`config.mk`:
```
export PLATFORM = sky130hd
export DESIGN_NAME = minipic
export DESIGN_NICKNAME = d
export VERILOG_FILES = /design/src/rtl/minipic_pkg.sv /design/src/rtl/minipic_irq_edge_latch.sv /design/src/rtl/minipic.sv
export SDC_FILE = /design/constraint.sdc
export NUM_CORES = 1
export LEC_CHECK = 0
export BUFFER_PORTS_ARGS = -buffer_cell sky130_fd_sc_hd__buf_2
export CORE_MARGIN = 2
export CORE_UTILIZATION = 37
export DETAILED_ROUTE_END_ITERATION = 7
export PLACE_DENSITY = 0.69
export SYNTH_ARGS = -nofsm -noshare
export SYNTH_HDL_FRONTEND = slang
export SYNTH_SLANG_ARGS = --single-unit
export TNS_END_PERCENT = 10
```
`constraint.sdc`:
```
create_clock -name clk -period 1 [get_ports clk]
set_input_delay 0.05 -clock clk [delete_from_list [all_inputs] [get_ports clk]]
set_output_delay 0.05 -clock clk [all_outputs]
set_load 0.03 [all_outputs]
```
`src/rtl/minipic_pkg.sv`:
```
// rtl/minipic_pkg.sv - shared types and sizing helpers for the minipic interrupt controller
package minipic_pkg;

  typedef enum logic [1:0] {
    IDLE   = 2'd0,
    ASSERT = 2'd1,
    GAP    = 2'd2
  } state_t;

  localparam int NUM_IRQ_MAX = 16;

  // irq_id keeps at least one bit so a single-source build still has a port
  function automatic int id_width(input int n);
    return (n > 1) ? $clog2(n) : 1;
  endfunction

endpackage

```
`src/rtl/minipic_irq_edge_latch.sv`:
```
// rtl/minipic_irq_edge_latch.sv - per-source rising-edge detect with sticky pending and overrun bits
module irq_edge_latch (
  input  logic clk,
  input  logic rst,
  input  logic irq_in,
  input  logic ack_clr,
  input  logic overrun_clr,
  output logic pending,
  output logic overrun
);

  logic prev;
  logic evt;
  logic ovr_set;

  assign evt     = irq_in & ~prev;
  // an event landing on the acknowledging edge simply re-pends; it is not an overrun
  assign ovr_set = evt & pending & ~ack_clr;

  always_ff @(posedge clk or posedge rst) begin
    if (rst) begin
      prev    <= 1'b0;
      pending <= 1'b0;
      overrun <= 1'b0;
    end else begin
      prev <= irq_in;

      if (evt)
        pending <= 1'b1;
      else if (ack_clr)
        pending <= 1'b0;

      if (ovr_set)
        overrun <= 1'b1;
      else if (overrun_clr)
        overrun <= 1'b0;
    end
  end

endmodule

```
`src/rtl/minipic.sv`:
```
// rtl/minipic.sv - fixed-priority interrupt controller with mask and irq/ack handshake
module minipic
  import minipic_pkg::*;
#(
  parameter  int NUM_IRQ = 4,
  localparam int ID_W    = id_width(NUM_IRQ)
) (
  input  logic               clk,
  input  logic               rst,
  input  logic [NUM_IRQ-1:0] irq_in,
  input  logic               mask_we,
  input  logic [NUM_IRQ-1:0] mask_wdata,
  output logic [NUM_IRQ-1:0] mask,
  output logic [NUM_IRQ-1:0] pending,
  output logic [NUM_IRQ-1:0] overrun,
  input  logic [NUM_IRQ-1:0] overrun_clr,
  output logic               irq_out,
  output logic [ID_W-1:0]    irq_id,
  input  logic               irq_ack
);

  state_t             state;
  logic [NUM_IRQ-1:0] req;
  logic [NUM_IRQ-1:0] ack_clr;
  logic [ID_W-1:0]    sel_id;
  logic               ack_take;

  always_ff @(posedge clk or posedge rst) begin
    if (rst)
      mask <= '0;
    else if (mask_we)
      mask <= mask_wdata;
  end

  assign ack_take = (state == ASSERT) && irq_ack;

  genvar g;
  generate
    for (g = 0; g < NUM_IRQ; g++) begin : g_src
      assign ack_clr[g] = ack_take && (irq_id == ID_W'(g));

      irq_edge_latch u_latch (
        .clk         (clk),
        .rst         (rst),
        .irq_in      (irq_in[g]),
        .ack_clr     (ack_clr[g]),
        .overrun_clr (overrun_clr[g]),
        .pending     (pending[g]),
        .overrun     (overrun[g])
      );
    end
  endgenerate

  assign req = pending & mask;

  // walk downward so the lowest set index is the one left standing
  always_comb begin
    sel_id = '0;
    for (int i = NUM_IRQ - 1; i >= 0; i--) begin
      if (req[i])
        sel_id = ID_W'(i);
    end
  end

  always_ff @(posedge clk or posedge rst) begin
    if (rst) begin
      state   <= IDLE;
      irq_out <= 1'b0;
      irq_id  <= '0;
    end else begin
      case (state)
        IDLE: begin
          if (|req) begin
            irq_id  <= sel_id;
            irq_out <= 1'b1;
            state   <= ASSERT;
          end
        end
        ASSERT: begin
          if (irq_ack) begin
            irq_out <= 1'b0;
            state   <= GAP;
          end
        end
        GAP: begin
          irq_out <= 1'b0;
          state   <= IDLE;
        end
        default: begin
          irq_out <= 1'b0;
          state   <= IDLE;
        end
      endcase
    end
  end

endmodule

```
Word level (Yosys, flattened, before mapping)
Cells that the tools add are included.
Cells by class
  equality and inequality tests: 6
  multiplexer cells: 26
  bitwise gates (word level): 21
  reduce and logical (&&, ||, !) cells: 18
Operators by type and width (number)
  $mux W1: 18
  $reduce_bool A2 Y1: 8
  $and A1 B1 Y1: 12
  $mux W2: 6
  $not A1 Y1: 8
  $logic_and A1 B1 Y1: 5
  $and A4 B4 Y4: 1
  $eq A2 B1 Y1 const B: 2
  $eq A2 B2 Y1 const B: 2
  $logic_not A2 Y1: 2
  $ne A2 B2 Y1 const B: 2
  $pmux W2 S2: 1
  $reduce_and A2 Y1: 2
  $reduce_or A4 Y1: 1
  $pmux W1 S2: 1
Storage, ports and cells
  flip-flop bits (word level): 21
  input port bits: 16
  output and inout bits: 15
  word-level logic and storage cells: 87

Depth between registers and ports, before layout
  word-level depth: 6
  gate-level depth with buffers: 3
  gate-level depth less buffers: 3

Modules after synthesis
Synthesis repeated with hierarchy kept, for this count alone.
Second synthesis, totals
  cell total of the unflattened synthesis: 70
  area, all modules: 823.3 µm²
By module, submodules not included
  irq_edge_latch: instances 4, cells an instance 9, area an instance 111.4 µm², sequential area each 75.1 µm²
  minipic: instances 1, cells an instance 34, area an instance 377.9 µm², sequential area each 200.2 µm²

Worst setup path after synthesis
Ideal clock, no wire load.
  path kind: register -> register
  start point: register mask[3]
  end point: register state[0]
  library setup time: 0.131 ns
  arrival: 1.110 ns
  data required time: 0.869 ns
  setup slack: -0.241 ns
  stages on the path, launching flop included: 4
  path buffers: 0
  clock period less this slack: 1.241 ns
  path through: dfrtp_1 > a22oi_1 > nor3_1 > or3_1
Between the ends
  longest elaborated chain between the ends: 4
RTL lines
  start, declared: RTL line minipic.sv:13  | output logic [NUM_IRQ-1:0] mask,
  start signal, assigned: RTL line minipic.sv:32  | mask <= mask_wdata;
  $and A4 B4 Y4: RTL line minipic.sv:54  | assign req = pending & mask;
  $reduce_or A4 Y1: RTL line minipic.sv:73  | if (|req) begin
  $ne A2 B2 Y1 (no source line)
  $reduce_and A2 Y1 (no source line)
  end signal, assigned: RTL line minipic.sv:67  | state <= IDLE;
  end signal, assigned: RTL line minipic.sv:76  | state <= ASSERT;
  end signal, assigned: RTL line minipic.sv:82  | state <= GAP;
  end, declared: RTL line minipic.sv:22  | state_t state;
Every way passes these cells.
A chain may end at the register's enable or synchronous reset.

Worst setup path in the final report
Ends and elaborated chain as after synthesis.

==> flow_metrics.py <==
metrics = {
    "die": {
        "coreArea_mm2": 0.002170,
        "dieArea_mm2": 0.002659,
        "placementRows": 17,
        "fp.dieW_um": 51.57,
        "initial_core_util_pct": 38.58,
        "die_h_um": 51.57,
        "io_pins": 31,
    },
    "power": {
        "power_density_mw_per_mm2": 2596,
        "p_switching_mw": 1.401,
        "power_mw": 3.566,
        "p_int_mw": 2.165,
        "clockPowerShare_pct": 12.8,
        "peakVddDrop_mv": 1.437,
        "power_frac_comb_pct": 51.6,
        "cellLeakagePower_nw": 0.6418,
        "switching_share_pct": 39.30,
        "seqPwrFrac_pct": 35.6,
    },
    "sta": {
        "layout_min_cycle_time_ps": 1129,
        "fin_ws_ps": -128.8,
        "tightest_slew_ps": 251.6,
        "slew_viol_final": 0,
        "holdWs_ps": 23.06,
        "clock_skew_ps": 1.665,
        "setup_violations": 20,
        "finalHoldViolations": 0,
        "tns_ps": -841.4,
        "rsz0062_at_grt": "true",
        "max_freq_mhz": 885.9,
        "min_period_over_period_pct": 112.9,
        "slew_headroom_pct": 83.23,
    },
    "detailed_routing": {
        "route.detailed.drc": 0,
        "ant_nets": 0,
        "drtIter0Drc": 11,
        "routedWlPerCell_um": 11.78,
        "vias": 718,
        "dr.pass1.iters": 4,
        "finalWirelength_mm": 1.802,
        "via_per_inst": 4.693,
    },
    "synth": {
        "synthSimpleGateAreaFrac_pct": 12.41,
        "yosys_warnings": 0,
        "ys_seq_area_share_pct": 59.79,
        "synthAdderAreaFrac_pct": 0,
        "synthDistinctLibCells": 19,
        "synth_compound_area_share_pct": 12.56,
        "synth_area_um2": 837.1,
        "synth_mux_area_share_pct": 5.381,
        "synth_nets": 89,
        "synth_top_family_by_area": "compound AO/OA/AOI/OAI gates",
        "avgSynthCellArea_um2": 11.47,
        "synth-seq-cells": 20,
        "synthXorXnorAreaFrac_pct": 0,
        "netlist_instances": 73,
    },
    "clock_tree": {
        "cts_buffers": 3,
        "clock-sinks": 20,
        "cts_tree": "done",
        "path_clk_slew_ps": 110,
        "insertion_delay_ps": 290,
        "ctsHtreeMaxLevel": 1,
        "clk_path_buf_depth": 2,
        "cts_root_buf": "clkbuf_4",
    },
    "worst_setup_path": {
        "arrival_ps": 1310,
        "r2r_start": "mask[3]",
        "cp_num_buf_inv": 0,
        "r2r_end": "state[0]",
        "cpLargestDelayFamily": "flip-flops",
        "r2r_slack_ps": -130,
        "crit_fanout": 2,
        "cp.required_ps": 1180,
        "cp_num_cells": 3,
        "crit_chain": "a22oi_2, nor3_1, or3_1",
        "endpoint_kind": "flop",
        "crit_slowest_cell": "dfrtp_2",
        "path_class": "reg2reg",
        "critPathLaunchType": "flop",
        "max_stage_delay_ps": 420,
        "r2r_cells": 3,
    },
    "placement": {
        "post-place-cells": 135,
        "place_ws_ps": -146.1,
        "dp_hpwl_mm": 1.306,
        "finalWeightedCongestion": 0.8185,
        "dpl_cell_area_mm2": 0.001059,
        "io_buffers": 30,
    },
    "global_route": {
        "grt_max_degree": 21,
        "grt_pass1_vias": 731,
        "overflow": 0,
        "grtUsageTotal_pct": 16.76,
        "grt_pass1_wl_mm": 3.332,
        "antenna_found_initial": 0,
    },
    "cells_and_area": {
        "nNetsFinal": 142,
        "final_core_util_pct": 63.32,
        "diodes": 0,
        "n_fill_cell": 181,
        "layout_common_cells": "buf_2 (20), buf_6 (17), dfrtp_1 (15)",
        "layout.cells.non_filler": 153,
        "final_area_mm2": 0.001374,
        "layout-drive-gt1-share_pct": 51.20,
        "syn2layout_area_growth_pct": 64.13,
        "final_common_cell": "buf_2",
    },
    "hold_path": {
        "hold_depth": 3,
        "holdCritStartpoint": "irq_ack",
        "hp-class": "in2reg",
        "hold_end": "state[1]",
    },
    "outcome": {
        "violations": "negative setup slack",
        "outcome": "finished with violations",
    },
    "job": {
        "max_cap_violations": 0,
    },
}
-- timing repair --
item,in CTS,in global routing
setup endpoints to repair,21,22
resized for setup,33,6
hold buffers,13,0
buffers inserted,0,1
endpoints found under the hold margin,35,0
pin swaps,2,0
-- cells by family after synthesis --
kind of cell | after synthesis
mux | 4
buf+inv | 14
compound gates | 15
simple gates | 20
flops | 20
-- state kept, by name, indices dropped and copies added (netlist names) --
signal	flops
g_src.u_latch.overrun	4
g_src.u_latch.pending	4
g_src.u_latch.prev	4
mask	4
irq_id	2
state	2
-- layer usage --
metal	global-route usage, %	vias to the layer above	part of all wire, %
met2	27.14	22	50
li1	-	348	-
met4	3.947	0	0
met3	3.448	0	5.2
met1	23.16	348	45
met5	0	-	0
-- cell type report --
type,instances,area [um^2],area share (%)
Sequential cell,20,506.7,36.89
Tap cell,28,35.03,2.550
Timing Repair Buffer,56,466.7,33.97
Inverter,6,22.52,1.639
Multi-Input combinational cell,39,306.5,22.31
Clock buffer,4,36.28,2.641
-- how the worst max path moves through the flow --
stage | startpoint | end
floorplan | mask[3] | state[0]
global placement | g_src[0].u_latch.pending | state[0]
detailed placement | state[1] | g_src[0].u_latch.overrun
CTS | mask[3] | state[0]
global route | state[1] | state[0]
finish | mask[3] | state[0]
-- synthesized netlist by cell type --
library cell	number	share of area, %
a21oi_1	2	1.2
a22o_1	1	1.0
a22oi_1	2	1.8
a32o_1	1	1.2
buf_4	8	7.2
dfrtp_1	20	60
inv_1	6	2.7
mux2_2	4	5.4
nand2_1	6	2.7
nand2b_1	6	4.5
nand2b_2	1	1.0
nand3b_1	1	0.90
nor2_1	3	1.3
nor3_1	2	1.2
o21ai_0	2	1.2
o22ai_1	4	3.0
o31ai_1	2	1.8
o32a_2	1	1.3
or3_1	1	0.75
-- worst reg2reg max path: stages, from the launching register on --
cell and delay, ps:
dfrtp_2 420, a22oi_2 180, nor3_1 70, or3_1 340
-- power by group through the flow --
stage | Sequential (mW) | Clock, mW | Combinational, mW
floorplan | 1.38 | 0 | 0.823
global placement | 1.21 | 0 | 1.37
detailed placement | 1.23 | 0 | 1.38
CTS | 1.25 | 0.477 | 1.74
global route | 1.30 | 0.529 | 1.96
finish | 1.27 | 0.455 | 1.84
No activity file was read; power rests on OpenSTA's default activity.
